==> src/rtl/button_conditioner.sv <==
// Push-button front end: per-channel two-flop synchroniser, counter debounce,
// press pulse, processor-clearable sticky flag and a global press counter.
module button_conditioner #(
  parameter int NUM_BTN         = 9,
  parameter int DEBOUNCE_CYCLES = 500000,
  parameter int CNT_W           = 20,
  parameter int ACTIVE_LOW      = 1
) (
  input  logic               clock,
  input  logic               resetn,
  input  logic [NUM_BTN-1:0] btn_raw,
  input  logic               clr_en,
  input  logic [NUM_BTN-1:0] clr_mask,
  output logic [NUM_BTN-1:0] btn_level,
  output logic [NUM_BTN-1:0] btn_pulse,
  output logic [NUM_BTN-1:0] btn_sticky,
  output logic [31:0]        press_word,
  output logic [7:0]         press_count
);

  // Raw pin level of a released button; the synchroniser resets to it so that
  // leaving reset never looks like a press.
  localparam logic [NUM_BTN-1:0] REL_LEVEL =
    (ACTIVE_LOW != 0) ? {NUM_BTN{1'b1}} : {NUM_BTN{1'b0}};
  localparam logic [CNT_W-1:0]   CNT_MAX = CNT_W'(DEBOUNCE_CYCLES - 1);

  logic [NUM_BTN-1:0] sync_q1;
  logic [NUM_BTN-1:0] sync_q2;
  logic [NUM_BTN-1:0] pressed_s2;

  logic [NUM_BTN-1:0] level_q;
  logic [NUM_BTN-1:0] level_d;
  logic [CNT_W-1:0]   cnt_q [NUM_BTN];
  logic [CNT_W-1:0]   cnt_d [NUM_BTN];

  logic [NUM_BTN-1:0] pulse_q;
  logic [NUM_BTN-1:0] pulse_d;
  logic [NUM_BTN-1:0] sticky_q;
  logic [NUM_BTN-1:0] sticky_d;
  logic [7:0]         count_q;
  logic [7:0]         count_d;
  logic [7:0]         pop_d;

  // Sync stays in the raw-pin domain; polarity is folded in after stage 2.
  always_ff @(posedge clock or negedge resetn) begin
    if (!resetn) begin
      sync_q1 <= REL_LEVEL;
      sync_q2 <= REL_LEVEL;
    end else begin
      sync_q1 <= btn_raw;
      sync_q2 <= sync_q1;
    end
  end

  assign pressed_s2 = (ACTIVE_LOW != 0) ? ~sync_q2 : sync_q2;

  always_comb begin
    level_d = level_q;
    for (int i = 0; i < NUM_BTN; i++) begin
      cnt_d[i] = cnt_q[i];
      if (pressed_s2[i] == level_q[i]) begin
        cnt_d[i] = '0;
      end else if (cnt_q[i] == CNT_MAX) begin
        level_d[i] = pressed_s2[i];
        cnt_d[i]   = '0;
      end else begin
        cnt_d[i] = cnt_q[i] + CNT_W'(1);
      end
    end

    pulse_d  = level_d & ~level_q;
    // A press landing in the same cycle as its clear keeps the flag set.
    sticky_d = pulse_d | (sticky_q & ~(clr_mask & {NUM_BTN{clr_en}}));

    pop_d = '0;
    for (int i = 0; i < NUM_BTN; i++) begin
      pop_d = pop_d + 8'(pulse_d[i]);
    end
    count_d = count_q + pop_d;
  end

  always_ff @(posedge clock or negedge resetn) begin
    if (!resetn) begin
      level_q  <= '0;
      pulse_q  <= '0;
      sticky_q <= '0;
      count_q  <= '0;
      for (int i = 0; i < NUM_BTN; i++) begin
        cnt_q[i] <= '0;
      end
    end else begin
      level_q  <= level_d;
      pulse_q  <= pulse_d;
      sticky_q <= sticky_d;
      count_q  <= count_d;
      for (int i = 0; i < NUM_BTN; i++) begin
        cnt_q[i] <= cnt_d[i];
      end
    end
  end

  always_comb begin
    press_word              = '0;
    press_word[NUM_BTN-1:0] = sticky_q;
  end

  assign btn_level   = level_q;
  assign btn_pulse   = pulse_q;
  assign btn_sticky  = sticky_q;
  assign press_count = count_q;

endmodule

==> config.mk <==
export PLATFORM = sky130hd
export DESIGN_NAME = button_conditioner
export DESIGN_NICKNAME = d
export VERILOG_FILES = /design/src/rtl/button_conditioner.sv
export SDC_FILE = /design/constraint.sdc
export NUM_CORES = 1
export LEC_CHECK = 0
export ABC_AREA = 1
export BUFFER_PORTS_ARGS = -buffer_cell sky130_fd_sc_hd__buf_2
export CELL_PAD_IN_SITES_DETAIL_PLACEMENT = 0
export CELL_PAD_IN_SITES_GLOBAL_PLACEMENT = 1
export CORE_ASPECT_RATIO = 0.6
export CORE_UTILIZATION = 45
export CTS_BUF_LIST = sky130_fd_sc_hd__clkbuf_4 sky130_fd_sc_hd__clkbuf_8 sky130_fd_sc_hd__clkbuf_16
export DETAILED_ROUTE_END_ITERATION = 7
export PLACE_DENSITY_LB_ADDON = 0.2
export SLEW_MARGIN = 40
export SYNTH_ARGS = -nofsm -noshare
export SYNTH_HDL_FRONTEND = slang
export SYNTH_SLANG_ARGS = --single-unit
==> constraint.sdc <==
create_clock -name clock -period 7.4 [get_ports clock]
set_input_delay 2.22 -clock clock [delete_from_list [all_inputs] [get_ports clock]]
set_output_delay 2.22 -clock clock [all_outputs]
set_load 0.02 [all_outputs]
==> results.py, run 1 <==
metrics = {
    "clock_network": {
        "clock_path_buffers": 3,
        "post-cts-setup-buffer-count": 0,
        "postCtsResizedCells": 0,
        "clkTransAtPathRegs_ns": 0.06,
        "cts_root_buf": "clkbuf_16",
        "cts_tree": "yes",
        "cts_sinks": 233,
        "cts_hold_buffers": 0,
        "htree_levels": 1,
        "cts_buffers": 24,
        "clk_latency_ns": 0.53,
    },
    "run_status": {
        "status": "finished with violations",
        "violations": "DRC",
    },
    "global_route": {
        "grt_pass1_vias": 9362,
        "grt_overflow": 0,
        "antenna_found_initial": 0,
        "grt_pass1_wl_um": 49650,
        "grt_max_degree": 94,
        "grt.total_usage": 0.2122,
    },
    "yosys": {
        "synthCells": 1694,
        "synth_area_um2": 12820,
        "synth_ff_type": "dfrtp_1",
        "synth-edff-count": 0,
        "synth_warnings": 0,
        "synth-seq-cells": 233,
        "synth_area_per_cell_um2": 7.568,
        "synth_area_leaders": "dfrtp_1, nor2_1, nand2_1, inv_1, nand3_1",
        "synthArstFlopShare": 1.000,
        "synth_largest_area_cell": "dfrtp_1",
        "post_synth_num_cell_types": 34,
        "synth_top_area_share": 0.4197,
        "synth-seq-area-share": 0.4566,
    },
    "placement": {
        "place.gp.congestion": 0.9369,
        "dp_hpwl_um": 21910,
        "io_buffers": 64,
    },
    "detailed_routing": {
        "vias": 10350,
        "antenna_left": 0,
        "drt_first_pass_iters": 7,
        "routed_via_density": 4.812,
        "drtIter0Drc": 913,
        "wire_per_inst_um": 13.75,
        "wirelength_um": 29560,
        "drc": 2,
    },
    "worst_hold_path": {
        "min_path_type": "reg -> reg",
    },
    "pwr": {
        "peakVddDrop_mv": 0.1457,
        "power_density_nw_per_um2": 188.5,
        "leakagePower_nw": 6.591,
    },
    "timing": {
        "setup_viol": 0,
        "slew_violations": 0,
        "max_freq_mhz": 245.7,
        "tns_ns": 0,
        "rsz0062_at_grt": "no",
        "hold_viol": 0,
        "skew_ns": 0.01106,
        "tightest_slew_ns": 0.8045,
        "slew_headroom": 0.4596,
        "min_period_ns": 4.071,
        "fin_crit_sh": 0.5501,
    },
    "worst_setup_path": {
        "cp_max_fo": 5,
        "setup.worst_path.end_class": "flip-flop",
        "criticalPathCategory": "reg -> reg",
        "required_ns": 7.81,
        "crit_arrival_ns": 4.48,
        "start_kind": "flip-flop",
    },
    "die": {
        "die_h_um": 132.7,
        "rows": 47,
        "ios": 88,
        "die_area_um2": 29190,
        "die_w_um": 219.9,
        "core_area_um2": 27760,
        "initial_utilization": 0.4619,
    },
    "run": {
        "max_cap_viol_count": 0,
    },
    "layout": {
        "drive_gt1_frac": 0.1049,
        "antenna_cells": 0,
        "syn_to_final_growth_pct": 11.55,
        "fillers": 2624,
        "post-route-util": 0.5152,
        "final_nets": 1808,
    },
}
==> metal layers <==
layer / global-route usage / wire, µm / share of wire / vias to the layer above
li1: - / - / - / 5334
met3: 0.03632 / 1679 / 0.057 / 27
met4: 0.03563 / 404 / 0.014 / 0
met5: 0 / 0 / 0 / -
met2: 0.2664 / 11060 / 0.37 / 237
met1: 0.3674 / 16420 / 0.56 / 4748
==> registers in the layout (all words and copies together) (netlist names) <==
signal and flops:
btn_sticky 9, btn_level 9, sync_q2 9, btn_pulse 9, cnt_q 180, sync_q1 9
press_count 8
==> final cells by class <==
| cell class | count | area [µm²] | area share |
|---|---|---|---|
| Clock buffer | 32 | 696.9 | 0.04874 |
| Clock inverter | 11 | 137.6 | 0.009625 |
| Timing Repair Buffer | 66 | 377.9 | 0.02642 |
| Inverter | 227 | 852.1 | 0.05959 |
| Sequential cell | 233 | 5853 | 0.4093 |
| Multi-Input combinational cell | 1214 | 5923 | 0.4142 |
| Tap cell | 367 | 459.2 | 0.03211 |
==> power breakdown <==
part,switching (W),internal [W]
combinational,0.0000750,0.0000246
clock,0.000520,0.000767
sequential,0.0000147,0.00129
total,0.000610,0.00209
==> per-stage QoR <==
step                hold WS (ns)  setup slack, ns  std cells  total power (W)  instance area, µm²
finish                    0.3555            3.330       2150         0.002696               14300
detailed placement        0.3469            3.284       2107         0.001435               13470
floorplan                 0.3452            3.671       1716         0.001392               12900
global route              0.3586            3.042       2150         0.002802               14300
global placement          0.3457            3.366       2106         0.001432               13430
CTS                       0.3458            3.253       2150         0.002744               14300
==> worst max-delay path: stages, from the launching register on <==
cell     delay, ns
dfrtp_1       0.39
ha_1          0.22
nand3_1       0.22
inv_1         0.13
nand4_1       0.26
fa_1          0.57
fa_1          0.49
inv_1         0.05
fa_1          0.48
ha_1          0.16
inv_1         0.05
fa_1          0.39
o21ai_0       0.30
nand2_1       0.11
xnor2_1       0.13
==> Yosys cell counts (5+ instances only) <==
master    instances
nand2_1         366
xor2_1           51
xnor2_1          38
nor2_1          397
nand2_2           6
clkbuf_1          5
nand3_2           6
and2_1            9
a21oi_1          32
nor2_2           21
inv_1           221
buf_4            32
nand4_1          35
ha_1             15
dfstp_2          18
nand3_1         136
buf_2             5
nor2_4           11
dfrtp_1         215
fa_1              6
nor3_1           22
o21ai_0          20
==> cells in the final DEF (no fill, tap or decap), types with 4 or more instances in the layout <==
| master | n |
|---|---|
| inv_2 | 4 |
| fa_1 | 6 |
| clkinv_2 | 5 |
| nand3b_1 | 4 |
| buf_2 | 63 |
| o21ai_0 | 20 |
| and2_1 | 9 |
| nand2_1 | 366 |
| dfrtp_1 | 215 |
| conb_1 | 23 |
| ha_1 | 15 |
| xor2_1 | 51 |
| nor2_4 | 11 |
| clkbuf_4 | 4 |
| nor2_2 | 25 |
| nand2_2 | 6 |
| dfstp_2 | 18 |
| inv_1 | 221 |
| a21oi_1 | 32 |
| nor2_1 | 393 |
| xnor2_1 | 38 |
| clkbuf_16 | 25 |
| nand3_2 | 6 |
| nand4_1 | 35 |
| nor3_4 | 4 |
| nand3_1 | 136 |
| nor3_1 | 22 |
==> cells by family after synthesis <==
| family | count (synthesis) | synth area share |
|---|---|---|
| AND/OR/NAND/NOR | 1024 | 0.3470 |
| buffers and inverters | 269 | 0.08862 |
| flip-flops | 233 | 0.4566 |
| XOR/XNOR | 89 | 0.06080 |
| AO/OA/AOI/OAI | 57 | 0.02274 |
| adder cells (fa/ha/maj) | 21 | 0.02401 |
| other | 1 | 0.0002925 |
==> final timing paths <==
path | start | end | slack [ns] | cells past startpoint
max in group asynchronous | resetn | sync_q2[6]$_DFF_PN1_ | 4.48 | 3
worst max-delay path | cnt_q[80]$_DFF_PN0_ | press_count[6]$_DFF_PN0_ | 3.33 | 14
worst max register to register | cnt_q[80]$_DFF_PN0_ | press_count[6]$_DFF_PN0_ | 3.33 | 14
min in group asynchronous | resetn | cnt_q[24]$_DFF_PN0_ | 1.61 | 1
worst min-delay path | sync_q1[4]$_DFF_PN1_ | sync_q2[4]$_DFF_PN1_ | 0.36 | 0
worst min register to register | sync_q1[4]$_DFF_PN1_ | sync_q2[4]$_DFF_PN1_ | 0.36 | 0
Power figures use the tool's default switching activity.
==> inputs of run 2 (changes only) <==
==> constraint.sdc (replaced) <==
create_clock -name clock -period 4.22 [get_ports clock]
set_input_delay 1.266 -clock clock [delete_from_list [all_inputs] [get_ports clock]]
set_output_delay 1.266 -clock clock [all_outputs]
set_load 0.02 [all_outputs]
==> run 2 against run 1 <==
Effect of this change: the run still ends with DRC left; hold slack got worse by 0.00071 ns; first-iteration DRC count decreased by 1.4%; clock skew increased by 0.0063 ns; maximum frequency increased by 5.0%; final cell count increased by 0.37%.
==> results.py, run 2 (synthesis results as in run 1) <==
metrics = {
    "worst_hold_path": {
        "min_path_type": "reg -> reg",
        "hold_start": "sync_q1[4]$_DFF_PN1_",
        "min_to": "sync_q2[4]$_DFF_PN1_",
        "whs_path_depth": 0,
    },
    "run_status": {
        "status": "finished with violations",
        "violations": "DRC",
    },
    "detailed_routing": {
        "drt_first_pass_iters": 7,
        "antenna_left": 0,
        "drtIter0Drc": 900,
        "wirelength_um": 30140,
        "drc": 2,
        "wire_per_inst_um": 13.97,
        "vias": 10450,
        "routed_via_density": 4.840,
    },
    "layout": {
        "syn_to_final_growth_pct": 11.65,
        "postLayoutCellArea_um2": 14310,
        "antenna_cells": 0,
        "final_nets": 1815,
        "drive_gt1_frac": 0.1089,
        "post-route-util": 0.5157,
        "layout_commonest_cell": "nor2_1",
        "final_cell_mix": "nor2_1, nand2_1, inv_1",
        "top_register": "cnt_q",
        "largest_reg_flops": 180,
    },
    "clock_network": {
        "cts_root_buf": "clkbuf_16",
        "clk_latency_ns": 0.54,
        "cts_tree": "yes",
        "clock_path_buffers": 3,
        "cts_buffers": 24,
        "cts_sinks": 233,
        "cts_hold_buffers": 0,
        "htree_levels": 1,
        "clkTransAtPathRegs_ns": 0.06,
    },
    "worst_setup_path": {
        "cp_top_family": "adder cells",
        "crit_chain": "ha_1 > nand3_2 > inv_1 > nand4_1 > fa_1 > fa_1 > inv_1 > fa_1 > ha_1 > inv_1 > fa_1 > o21ai_1 > nand2_1 > xnor2_1",
        "reg2reg_slack_ns": 0.34,
        "cp_max_fo": 5,
        "required_ns": 4.64,
        "rr_worst_depth": 14,
        "r2r_end": "press_count[6]$_DFF_PN0_",
        "crit_arrival_ns": 4.29,
        "max_stage_delay_ns": 0.54,
        "criticalPathCategory": "reg -> reg",
        "critPathBufInv": 3,
        "start_kind": "flip-flop",
        "r2r-start": "cnt_q[40]$_DFF_PN0_",
        "cp_common_cell": "fa_1",
        "slowest_stage": "fa_1",
        "setup.worst_path.end_class": "flip-flop",
    },
    "die": {
        "initial_utilization": 0.4619,
        "ios": 88,
        "rows": 47,
        "die_w_um": 219.9,
        "die_area_um2": 29190,
        "die_h_um": 132.7,
        "core_area_um2": 27760,
    },
    "timing": {
        "rsz0062_at_grt": "no",
        "fin_crit_sh": 0.9185,
        "min_period_ns": 3.876,
        "tightest_slew_ns": 0.5935,
        "holdWs_ns": 0.3548,
        "tns_ns": 0,
        "max_freq_mhz": 258.0,
        "hold_viol": 0,
        "slew_headroom": 0.6039,
        "setup_viol": 0,
        "skew_ns": 0.01739,
        "slew_violations": 0,
    },
    "pwr": {
        "peakVddDrop_mv": 0.2713,
        "total_power_w": 0.004605,
        "leakagePower_nw": 6.599,
        "power_density_nw_per_um2": 321.7,
    },
    "placement": {
        "place.gp.congestion": 0.9166,
        "place_area_um2": 13520,
        "dp_hpwl_um": 22840,
        "io_buffers": 64,
    },
    "global_route": {
        "antenna_found_initial": 0,
        "grt.total_usage": 0.2162,
        "grt_overflow": 0,
        "grt_pass1_wl_um": 50530,
        "grt_max_degree": 68,
        "grt_pass1_vias": 9512,
    },
    "run": {
        "max_cap_viol_count": 0,
    },
}
-- run 2: changes by cell type in the layout (fill, tap and decap cells not counted) --
cell | before | now
o21ai_1 | 2 | 3
clkbuf_4 | 4 | 7
clkinv_2 | 5 | 4
bufinv_16 | 3 | 1
buf_16 | 1 | 0
buf_12 | 1 | 3
buf_4 | 0 | 6
clkinv_8 | 0 | 1
o21ai_0 | 20 | 19
clkbuf_16 | 25 | 24
clkinvlp_4 | 3 | 4
-- run 2: worst max-delay path by stage --
stage,start,to,slack (ns),cells past startpoint
after floorplan,cnt_q[120]$_DFF_PN0_,press_count[6]$_DFF_PN0_,0.49,16
after global placement,cnt_q[40]$_DFF_PN0_,press_count[6]$_DFF_PN0_,0.35,14
after detailed placement,cnt_q[40]$_DFF_PN0_,press_count[6]$_DFF_PN0_,0.25,14
after CTS,cnt_q[40]$_DFF_PN0_,press_count[6]$_DFF_PN0_,0.23,14
after global routing,cnt_q[40]$_DFF_PN0_,press_count[6]$_DFF_PN0_,0.07,14
final,cnt_q[40]$_DFF_PN0_,press_count[6]$_DFF_PN0_,0.34,14
-- run 2: per-layer routing --
metal / routed length [µm] / up-vias / GRT usage
met3: 1624 / 29 / 0.03264
met1: 16580 / 4835 / 0.3695
met5: 0 / - / 0
met2: 11440 / 240 / 0.2766
met4: 495 / 0 / 0.04521
li1: - / 5341 / -
-- run 2: power by group --
group	switching (W)	internal [W]	leakage, nW
Combinational	0.000132	0.0000444	3.04
Sequential	0.0000243	0.00227	3.17
Clock	0.000916	0.00122	0.387
-- run 2: cell type report --
type | count | area [µm²]
fill | 2703 | 13440
inverter | 227 | 852.1
timing repair buffer | 73 | 435.4
clock buffer | 34 | 694.4
tap | 367 | 459.2
clock inverter | 10 | 96.34
sequential | 233 | 5853
multi-input combinational | 1214 | 5923
-- run 2: metrics by stage --
stage / worst slack, ns / std cells
5_1_grt: 0.06533 / 2158
3_3_place_gp: 0.3489 / 2114
6_report: 0.3441 / 2158
4_1_cts: 0.2273 / 2158
3_5_place_dp: 0.2488 / 2114
2_1_floorplan: 0.4909 / 1716
-- run 2: timing repair --
action / in CTS / in global routing
gates resized for setup: 0 / 1
buffers inserted: 0 / 0
endpoints found under the setup margin: 0 / 1
==> inputs of run 3 (changes only) <==
--- a/config.mk
+++ b/config.mk
@@ -10,7 +10,7 @@
 export CELL_PAD_IN_SITES_DETAIL_PLACEMENT = 0
 export CELL_PAD_IN_SITES_GLOBAL_PLACEMENT = 1
 export CORE_ASPECT_RATIO = 0.6
-export CORE_UTILIZATION = 45
+export CORE_UTILIZATION = 40
 export CTS_BUF_LIST = sky130_fd_sc_hd__clkbuf_4 sky130_fd_sc_hd__clkbuf_8 sky130_fd_sc_hd__clkbuf_16
 export DETAILED_ROUTE_END_ITERATION = 7
 export PLACE_DENSITY_LB_ADDON = 0.2
==> run 3 against run 2 <==
Effect of this change: the flow now finishes without violations; wire length rose by 1.4%; combinational power barely moved; clock power rose by 14%; count of clock-buffer cells in the layout fell by 2; clock skew fell by 0.0053 ns; sequential power barely moved; via count fell by 0.89%; hold slack improved by 0.0020 ns.
==> results.py, run 3 (synthesis results as in run 1) <==
metrics = {
    "global_route": {
        "grt_pass1_vias": 9564,
        "grt_pass1_wl_um": 51230,
        "grt.total_usage": 0.1944,
        "grt_max_degree": 64,
        "grt_overflow": 0,
        "antenna_found_initial": 0,
    },
    "detailed_routing": {
        "wire_per_inst_um": 13.81,
        "routed_via_density": 4.680,
        "vias": 10350,
        "antenna_left": 0,
        "wirelength_um": 30550,
        "drc": 0,
        "drt_first_pass_iters": 5,
        "drtIter0Drc": 818,
    },
    "timing": {
        "slew_violations": 0,
        "fin_crit_sh": 0.9274,
        "rsz0062_at_grt": "no",
        "min_period_ns": 3.914,
        "holdWs_ns": 0.3568,
        "tns_ns": 0,
        "setup_slack_ns": 0.3063,
        "hold_viol": 0,
        "max_freq_mhz": 255.5,
        "slew_headroom": 0.5665,
        "skew_ns": 0.01208,
        "setup_viol": 0,
        "tightest_slew_ns": 0.6495,
    },
    "layout": {
        "drive_gt1_frac": 0.1114,
        "multi_input_area_um2": 5923,
        "largest_reg_flops": 180,
        "syn_to_final_growth_pct": 13.11,
        "fillers": 3170,
        "regArea_um2": 5853,
        "top_register": "cnt_q",
        "antenna_cells": 0,
        "post-route-util": 0.4626,
        "final_cell_mix": "nor2_1, nand2_1, inv_1",
        "postLayoutCellArea_um2": 14500,
        "layout_commonest_cell": "nor2_1",
        "final_nets": 1820,
    },
    "placement": {
        "preCtsSetupSlack_ns": 0.2086,
        "place.gp.congestion": 0.8654,
        "io_buffers": 64,
        "dp_hpwl_um": 23240,
        "place_area_um2": 13590,
    },
    "clock_network": {
        "clk_latency_ns": 0.53,
        "cts_root_buf": "clkbuf_16",
        "cts_sinks": 233,
        "cts_tree": "yes",
        "post-cts-setup-buffer-count": 0,
        "clock_path_buffers": 3,
        "cts_buffers": 25,
        "clkTransAtPathRegs_ns": 0.07,
        "htree_levels": 1,
    },
    "worst_setup_path": {
        "criticalPathCategory": "reg -> reg",
        "cp_max_fo": 4,
        "max_stage_delay_ns": 0.52,
        "required_ns": 4.64,
        "start_kind": "flip-flop",
        "crit_chain": "nor2_1 > nand3_1 > nor2_1 > nand4_1 > buf_4 > fa_1 > fa_1 > inv_1 > fa_1 > ha_1 > inv_1 > fa_1 > o21ai_1 > nand2_1 > xnor2_1",
        "cp_common_cell": "fa_1",
        "rr_worst_depth": 15,
        "setup.worst_path.end_class": "flip-flop",
        "slowest_stage": "fa_1",
        "crit_arrival_ns": 4.33,
    },
    "pwr": {
        "clkPwrFrac": 0.496,
        "power_density_nw_per_um2": 338.0,
        "switching_share": 0.2237,
        "peakVddDrop_mv": 0.2594,
        "leakagePower_nw": 6.667,
        "p_sw_w": 0.001096,
        "internal_power_w": 0.003805,
        "combPwrFrac": 0.036,
        "pwr-share-seq": 0.468,
    },
    "die": {
        "rows": 50,
        "die_h_um": 140.7,
        "die_w_um": 233.1,
        "ios": 88,
        "core_area_um2": 31340,
        "initial_utilization": 0.4090,
        "die_area_um2": 32790,
    },
    "worst_hold_path": {
        "whs_path_depth": 0,
        "min_path_type": "reg -> reg",
    },
    "run_status": {
        "status": "finished, final reports clean",
    },
    "run": {
        "max_cap_viol_count": 0,
    },
}
==> run 3: stage by stage <==
step | instances | total power [W]
after CTS | 2212 | 0.004980
after global routing | 2212 | 0.005101
after floorplan | 1716 | 0.002441
after detailed placement | 2167 | 0.002517
after global placement | 2167 | 0.002515
final | 2212 | 0.004901
==> run 3: critical path: cells and delay by family, from the launching register on <==
family	cells	cell delay, ns
AND/OR/NAND/NOR	5	0.67
adder cells (fa/ha/maj)	5	2.09
AO/OA/AOI/OAI	1	0.22
XOR/XNOR	1	0.13
buffers and inverters	3	0.29
flip-flops	1	0.42
==> run 3: area by class of cell <==
| type | instances | area share |
|---|---|---|
| Clock buffer | 32 | 0.04893 |
| Clock inverter | 13 | 0.01389 |
| Inverter | 227 | 0.05876 |
| Multi-Input combinational cell | 1214 | 0.4085 |
| Sequential cell | 233 | 0.4037 |
| Tap cell | 416 | 0.03590 |
| Timing Repair Buffer | 77 | 0.03037 |
==> run 3: timing repair <==
item,4_1_cts,5_1_grt
setup endpoints to repair,0,1
gates resized for setup,0,1
hold buffers,0,0
==> run 3: layer usage <==
metal	part of all wire	global-route usage	up-vias
li1	-	-	5362
met1	0.57	0.3361	4766
met2	0.37	0.2455	196
met3	0.045	0.02872	28
met4	0.015	0.03302	0
met5	0	0	-
==> run 3: power by group through the flow <==
stage / Clock (W) / Sequential (W) / Combinational (W)
global placement: 0 / 0.00233 / 0.000180
detailed placement: 0 / 0.00234 / 0.000180
finish: 0.00243 / 0.00230 / 0.000174
CTS: 0.00250 / 0.00230 / 0.000180
floorplan: 0 / 0.00233 / 0.000111
global route: 0.00260 / 0.00230 / 0.000204
==> run 3: final timing paths <==
kind / from / to / slack [ns]
worst max-delay path: cnt_q[91]$_DFF_PN0_ / press_count[6]$_DFF_PN0_ / 0.31
worst min-delay path: sync_q1[8]$_DFF_PN1_ / sync_q2[8]$_DFF_PN1_ / 0.36
worst max register to register: cnt_q[91]$_DFF_PN0_ / press_count[6]$_DFF_PN0_ / 0.31
worst min register to register: sync_q1[8]$_DFF_PN1_ / sync_q2[8]$_DFF_PN1_ / 0.36
max in group asynchronous: resetn / sync_q2[1]$_DFF_PN1_ / 2.60
min in group asynchronous: resetn / cnt_q[26]$_DFF_PN0_ / 0.67
